**src/rtl/shift_sequencer_if.sv**
```systemverilog
// rtl/shift_sequencer_if.sv - command/result handshake bundle for the shift sequencer
interface shift_sequencer_if #(
    parameter int WIDTH = 4,
    parameter int CNT_W = 3
);
    logic             cmd_valid;
    logic             cmd_ready;
    logic [1:0]       cmd_op;
    logic [CNT_W-1:0] cmd_cnt;
    logic [WIDTH-1:0] cmd_data;
    logic             res_valid;
    logic             res_ready;
    logic [WIDTH-1:0] res_data;
    logic             busy;

    // Command source / result consumer side
    modport master (
        output cmd_valid, cmd_op, cmd_cnt, cmd_data, res_ready,
        input  cmd_ready, res_valid, res_data, busy
    );

    // Sequencer side
    modport slave (
        input  cmd_valid, cmd_op, cmd_cnt, cmd_data, res_ready,
        output cmd_ready, res_valid, res_data, busy
    );
endinterface

```
**src/rtl/shift_sequencer.sv**
```systemverilog
// rtl/shift_sequencer.sv - multi-cycle rotate command sequencer; optional SHIFT_SEQ_CNT_MOD_EN folds count modulo WIDTH
module shift_sequencer #(
    parameter int WIDTH = 4,
    parameter int CNT_W = 3
) (
    input  logic                clk,
    input  logic                rst,
    shift_sequencer_if.slave    bus
);
    typedef enum logic [1:0] {
        IDLE  = 2'd0,
        SHIFT = 2'd1,
        DONE  = 2'd2
    } state_t;

    localparam logic [1:0] OP_LOAD = 2'd0;
    localparam logic [1:0] OP_ROTL = 2'd1;
    localparam logic [1:0] OP_ROTR = 2'd2;

    state_t           state_q, state_d;
    logic [WIDTH-1:0] r_q, r_d;
    logic [CNT_W-1:0] c_q, c_d;
    logic             left_q, left_d;
    logic [CNT_W-1:0] n_eff;

    // Effective step count decided once, at acceptance
`ifdef SHIFT_SEQ_CNT_MOD_EN
    assign n_eff = CNT_W'(32'(bus.cmd_cnt) % WIDTH);
`else
    assign n_eff = bus.cmd_cnt;
`endif

    // Next-state, result register and remaining-count logic
    always_comb begin
        state_d = state_q;
        r_d     = r_q;
        c_d     = c_q;
        left_d  = left_q;
        unique case (state_q)
            IDLE: begin
                if (bus.cmd_valid) begin
                    if (bus.cmd_op == OP_ROTL || bus.cmd_op == OP_ROTR) begin
                        r_d     = bus.cmd_data;
                        c_d     = n_eff;
                        left_d  = (bus.cmd_op == OP_ROTL);
                        state_d = (n_eff != '0) ? SHIFT : DONE;
                    end else begin
                        if (bus.cmd_op == OP_LOAD) begin
                            r_d = bus.cmd_data;
                        end
                        state_d = DONE;
                    end
                end
            end
            SHIFT: begin
                if (left_q) begin
                    r_d = {r_q[WIDTH-2:0], r_q[WIDTH-1]};
                end else begin
                    r_d = {r_q[0], r_q[WIDTH-1:1]};
                end
                // Count is nonzero on entry; the guard keeps it from wrapping regardless
                if (c_q <= CNT_W'(1)) begin
                    c_d     = '0;
                    state_d = DONE;
                end else begin
                    c_d = c_q - CNT_W'(1);
                end
            end
            DONE: begin
                if (bus.res_ready) begin
                    state_d = IDLE;
                end
            end
            default: state_d = IDLE;
        endcase
    end

    // State and datapath registers; reset overrides any handshake on the same edge
    always_ff @(posedge clk) begin
        if (rst) begin
            state_q <= IDLE;
            r_q     <= '0;
            c_q     <= '0;
            left_q  <= 1'b0;
        end else begin
            state_q <= state_d;
            r_q     <= r_d;
            c_q     <= c_d;
            left_q  <= left_d;
        end
    end

    // Handshake outputs derive directly from the state register
    always_comb begin
        bus.cmd_ready = (state_q == IDLE) && !rst;
        bus.res_valid = (state_q == DONE);
        bus.busy      = (state_q != IDLE);
        bus.res_data  = r_q;
    end
endmodule

```
**src/flat_wrapper.sv**
```systemverilog
// flat-port wrapper written by rule: the top's interface ports become plain ports
module shift_sequencer_flat 
#(
    parameter int WIDTH = 4,
    parameter int CNT_W = 3
)
  (clk, rst, bus_cmd_valid, bus_cmd_op, bus_cmd_cnt, bus_cmd_data, bus_res_ready, bus_cmd_ready, bus_res_valid, bus_res_data, bus_busy);
  shift_sequencer_if #(.WIDTH(WIDTH), .CNT_W(CNT_W)) bus_i ();
  input  logic clk;
  input  logic rst;
  input wire logic [$bits(bus_i.cmd_valid)-1:0] bus_cmd_valid;
  input wire logic [$bits(bus_i.cmd_op)-1:0] bus_cmd_op;
  input wire logic [$bits(bus_i.cmd_cnt)-1:0] bus_cmd_cnt;
  input wire logic [$bits(bus_i.cmd_data)-1:0] bus_cmd_data;
  input wire logic [$bits(bus_i.res_ready)-1:0] bus_res_ready;
  output wire logic [$bits(bus_i.cmd_ready)-1:0] bus_cmd_ready;
  output wire logic [$bits(bus_i.res_valid)-1:0] bus_res_valid;
  output wire logic [$bits(bus_i.res_data)-1:0] bus_res_data;
  output wire logic [$bits(bus_i.busy)-1:0] bus_busy;
  assign bus_i.cmd_valid = bus_cmd_valid;
  assign bus_i.cmd_op = bus_cmd_op;
  assign bus_i.cmd_cnt = bus_cmd_cnt;
  assign bus_i.cmd_data = bus_cmd_data;
  assign bus_i.res_ready = bus_res_ready;
  assign bus_cmd_ready = bus_i.cmd_ready;
  assign bus_res_valid = bus_i.res_valid;
  assign bus_res_data = bus_i.res_data;
  assign bus_busy = bus_i.busy;
  shift_sequencer #(.WIDTH(WIDTH), .CNT_W(CNT_W)) u_core (.clk(clk), .rst(rst), .bus(bus_i));
endmodule
```
**config.mk**
```make
export PLATFORM = sky130hd
export DESIGN_NAME = shift_sequencer_flat
export DESIGN_NICKNAME = d
export VERILOG_FILES = /design/src/rtl/shift_sequencer_if.sv /design/src/rtl/shift_sequencer.sv /design/src/flat_wrapper.sv
export SDC_FILE = /design/constraint.sdc
export NUM_CORES = 1
export LEC_CHECK = 0
export BUFFER_PORTS_ARGS = -buffer_cell sky130_fd_sc_hd__buf_2
export CORE_MARGIN = 3
export CORE_UTILIZATION = 53
export DETAILED_ROUTE_END_ITERATION = 10
export GPL_ROUTABILITY_DRIVEN = 0
export PLACE_DENSITY = 0.88
export SYNTH_ARGS = -nofsm -noshare
export SYNTH_HDL_FRONTEND = slang
export SYNTH_SLANG_ARGS = --single-unit
export TNS_END_PERCENT = 1
```
**constraint.sdc**
```tcl
create_clock -name clk -period 2.9 [get_ports clk]
set_clock_uncertainty 0.05 [all_clocks]
set_input_delay 0.435 -clock clk [delete_from_list [all_inputs] [get_ports clk]]
set_output_delay 0.435 -clock clk [all_outputs]
set_load 0.005 [all_outputs]
```
==> results.md <==
* Latest clock arrival within the worst-skew pair at 0.27 ns
* Worst Path Class, Setup: reg2out
* Cts hold-fix bufs at 0
* Max cap viols at 0
* WP data arrival at 1.21 ns
* Startpoint type of the worst setup path: register
* Share of layout cells above drive strength 1 at 26.2%
* Post-CTS Setup Inserts at 0
* Worst Setup End Kind: primary output
* Die X at 42.3 um
* Commonest non-fill, non-tap cell in the layout: buf_2
* Commonest cells after routing, fill and taps aside: buf_2 (19), dfxtp_1 (10), inv_1 (8)
* Area Growth Syn to Fin at 18.4%
* CTS Sinks at 10
* Clock Pin Slew Worst Setup and Hold Paths at 0.07 ns
* Critical-path top delay cell: dfxtp_1
* Leak pwr at 0.373 nW
* Worst setup margin at 1.20 ns
* Final Cycle Share at 58.5%
* Post-synthesis xor/xnor area fraction at 0%
* Worst hold path type: in2reg
* CTS Buffer Depth at 2
* Slew margin rel. at 72.9%
* Sequential fraction of the synthesis area at 28.6%
* Port buffer count at 19
* Crit path buffers/inverters at 2
* Slew @ Worst Pin at 0.402 ns
* Synth Flop Type: dfxtp_1
* Final setup viols at 0
* Die height at 42.3 um
* Drt pass-1 iters at 4
* Synthesized area at 699 um2
* Post-DR wirelength/cell at 13.5 um
* Vias at 683
* Area of the die at 0.00179 mm2
* Initial Util at 59.7%
* Synth Area in Simple Gates at 23.6%
* Root Buffer: clkbuf_4
* Syn_nets at 101
* R2R Path Start: u_core.state_q[0]
* Fillers at 104
* Antenna diodes at 0
* Post-synthesis mux area share at 1.43%
* Vias in the first global route at 610
* Fin. max-slew vios at 0
* Post-CTS sizing at 0
* CP Cell Sequence: nor2_1, inv_1, nor2_1, buf_2
* Boundary Pins at 20
* EDFF count, synth at 0
* Post-synthesis compound-gate area fraction at 32.0%
* Multi-input logic area at 449 um2
* RSZ-0062 raised after global routing: no
* CTS HTree Levels at 1
* Vias/cell at 5.84
* GR Overflow Total at 0
* DP Wirelength at 1210 um
* Iter 0 DRT Violations at 23
* Critical Path Start: u_core.state_q[0]
* Crit path max-delay family: flip-flops
* Core Box Area at 0.00117 mm2
* Synth unique cells at 35
* Remaining DRCs at 0
* FP Rows at 12
* Combinational family with the most area after synthesis: compound AO/OA/AOI/OAI gates
* GRT Overall Usage at 18.1%
* Worst slack at placement at 1.02 ns
* Antenna viol nets, final at 0
* Initial antenna violation count at 0
* Yosys warnings at 0
* Post-Synth Adder-Cell Area at 7.16%
* Fin nets at 121
* Hold WS at 0.387 ns
* TNS Setup at 0 ns
* First-pass GRT wire length at 2550 um
* Cts bufs inserted at 3
* Register bit total from synthesis at 10
* Register Area at 200 um2
* Outcome: finished clean
* WL final at 1580 um
* Post-synthesis async set-or-reset flop share at 0%
* Min Tclk post-route at 1.70 ns
* Largest net degree at the start of global routing at 14
* Pwr per Cell Area at 505 mW/mm2
* Hold Fails Final Rpt at 0
* Max FO, Critical Path at 13
* Max VDD drop at 0.424 mV
* Core occupancy in the finished layout at 70.7%
* Worst path required time at 2.41 ns
* CTS tree: yes
* Worst Hold Launch: rst
* Syn avg cell area at 8.33 um2
* Gate Count Post-Synth at 84
* Most frequent CP cell: nor2_1
* Max incr delay on CP at 0.57 ns
* Max Freq at 589 MHz
[power breakdown]
part / switching [W] / total (W) / internal, W
Sequential: 0.0000207 / 0.000173 / 0.000152
Combinational: 0.0000587 / 0.000116 / 0.0000574
Clock: 0.0000526 / 0.000129 / 0.0000764
[metal layers]
layer | track usage, % | part of all wire, % | vias to the layer above
li1 | - | - | 349
met1 | 21.1 | 46 | 311
met2 | 30.1 | 47 | 21
met3 | 8.15 | 6.3 | 2
met4 | 4.35 | 0.51 | 0
met5 | 0 | 0 | -
[through the flow]
step	cells	power [W]	instance area (um2)
6_report	117	0.000418	828
5_1_grt	117	0.000444	828
4_1_cts	117	0.000424	828
3_5_place_dp	113	0.000292	792
3_3_place_gp	113	0.000289	792
2_1_floorplan	84	0.000255	699
[flip-flops by register name (all words and copies together) (netlist names)]
signal / count
u_core.bus.res_data: 4
u_core.left_q: 1
u_core.state_q: 2
u_core.c_q: 3
[final cells by class]
cell class                 count  area share (%)
multi-input combinational     62            54.2
clock buffer                   4            4.38
timing repair buffer          19            11.5
sequential                    10            24.2
inverter                       8            3.63
tap                           14            2.11
[worst reg2reg max path, delay by kind of cell (launching register included)]
family	cells	cell delay [ns]
AOI/OAI and AO/OA	2	0.44
DFF	1	0.57
and+or+nand+nor	1	0.38
[cells in the mapped netlist, drive strengths merged, types with 2 or more instances]
cell type	instances	area, um2
nand2	3	11.3
nor2	6	22.5
buf	3	16.3
nand3b	2	15.0
a21oi	5	25.0
o31ai	5	37.5
inv	8	30.0
nor2b	6	37.5
a211oi	4	30.0
dfxtp	10	200
o21ai	2	10.0
a221oi	2	17.5
o211ai	5	37.5
ha	4	50.1
[cells by family (layout without fill, tap and decap cells)]
family,count (synthesis),count (layout)
AOI/OAI and AO/OA,30,30
DFF,10,10
buffers and inverters,12,31
and+or+nand+nor,27,27
muxes,1,1
adders and majority gates,4,4
[final timing paths]
check	slack, ns	depth (start not counted)	endpoint
setup / recovery	1.20	4	bus_cmd_ready
hold / removal	0.39	2	u_core.left_q
setup reg to reg	1.38	3	u_core.bus.res_data[3]
hold reg to reg	0.49	2	u_core.c_q[2]
(Power assumes the default switching activity.)
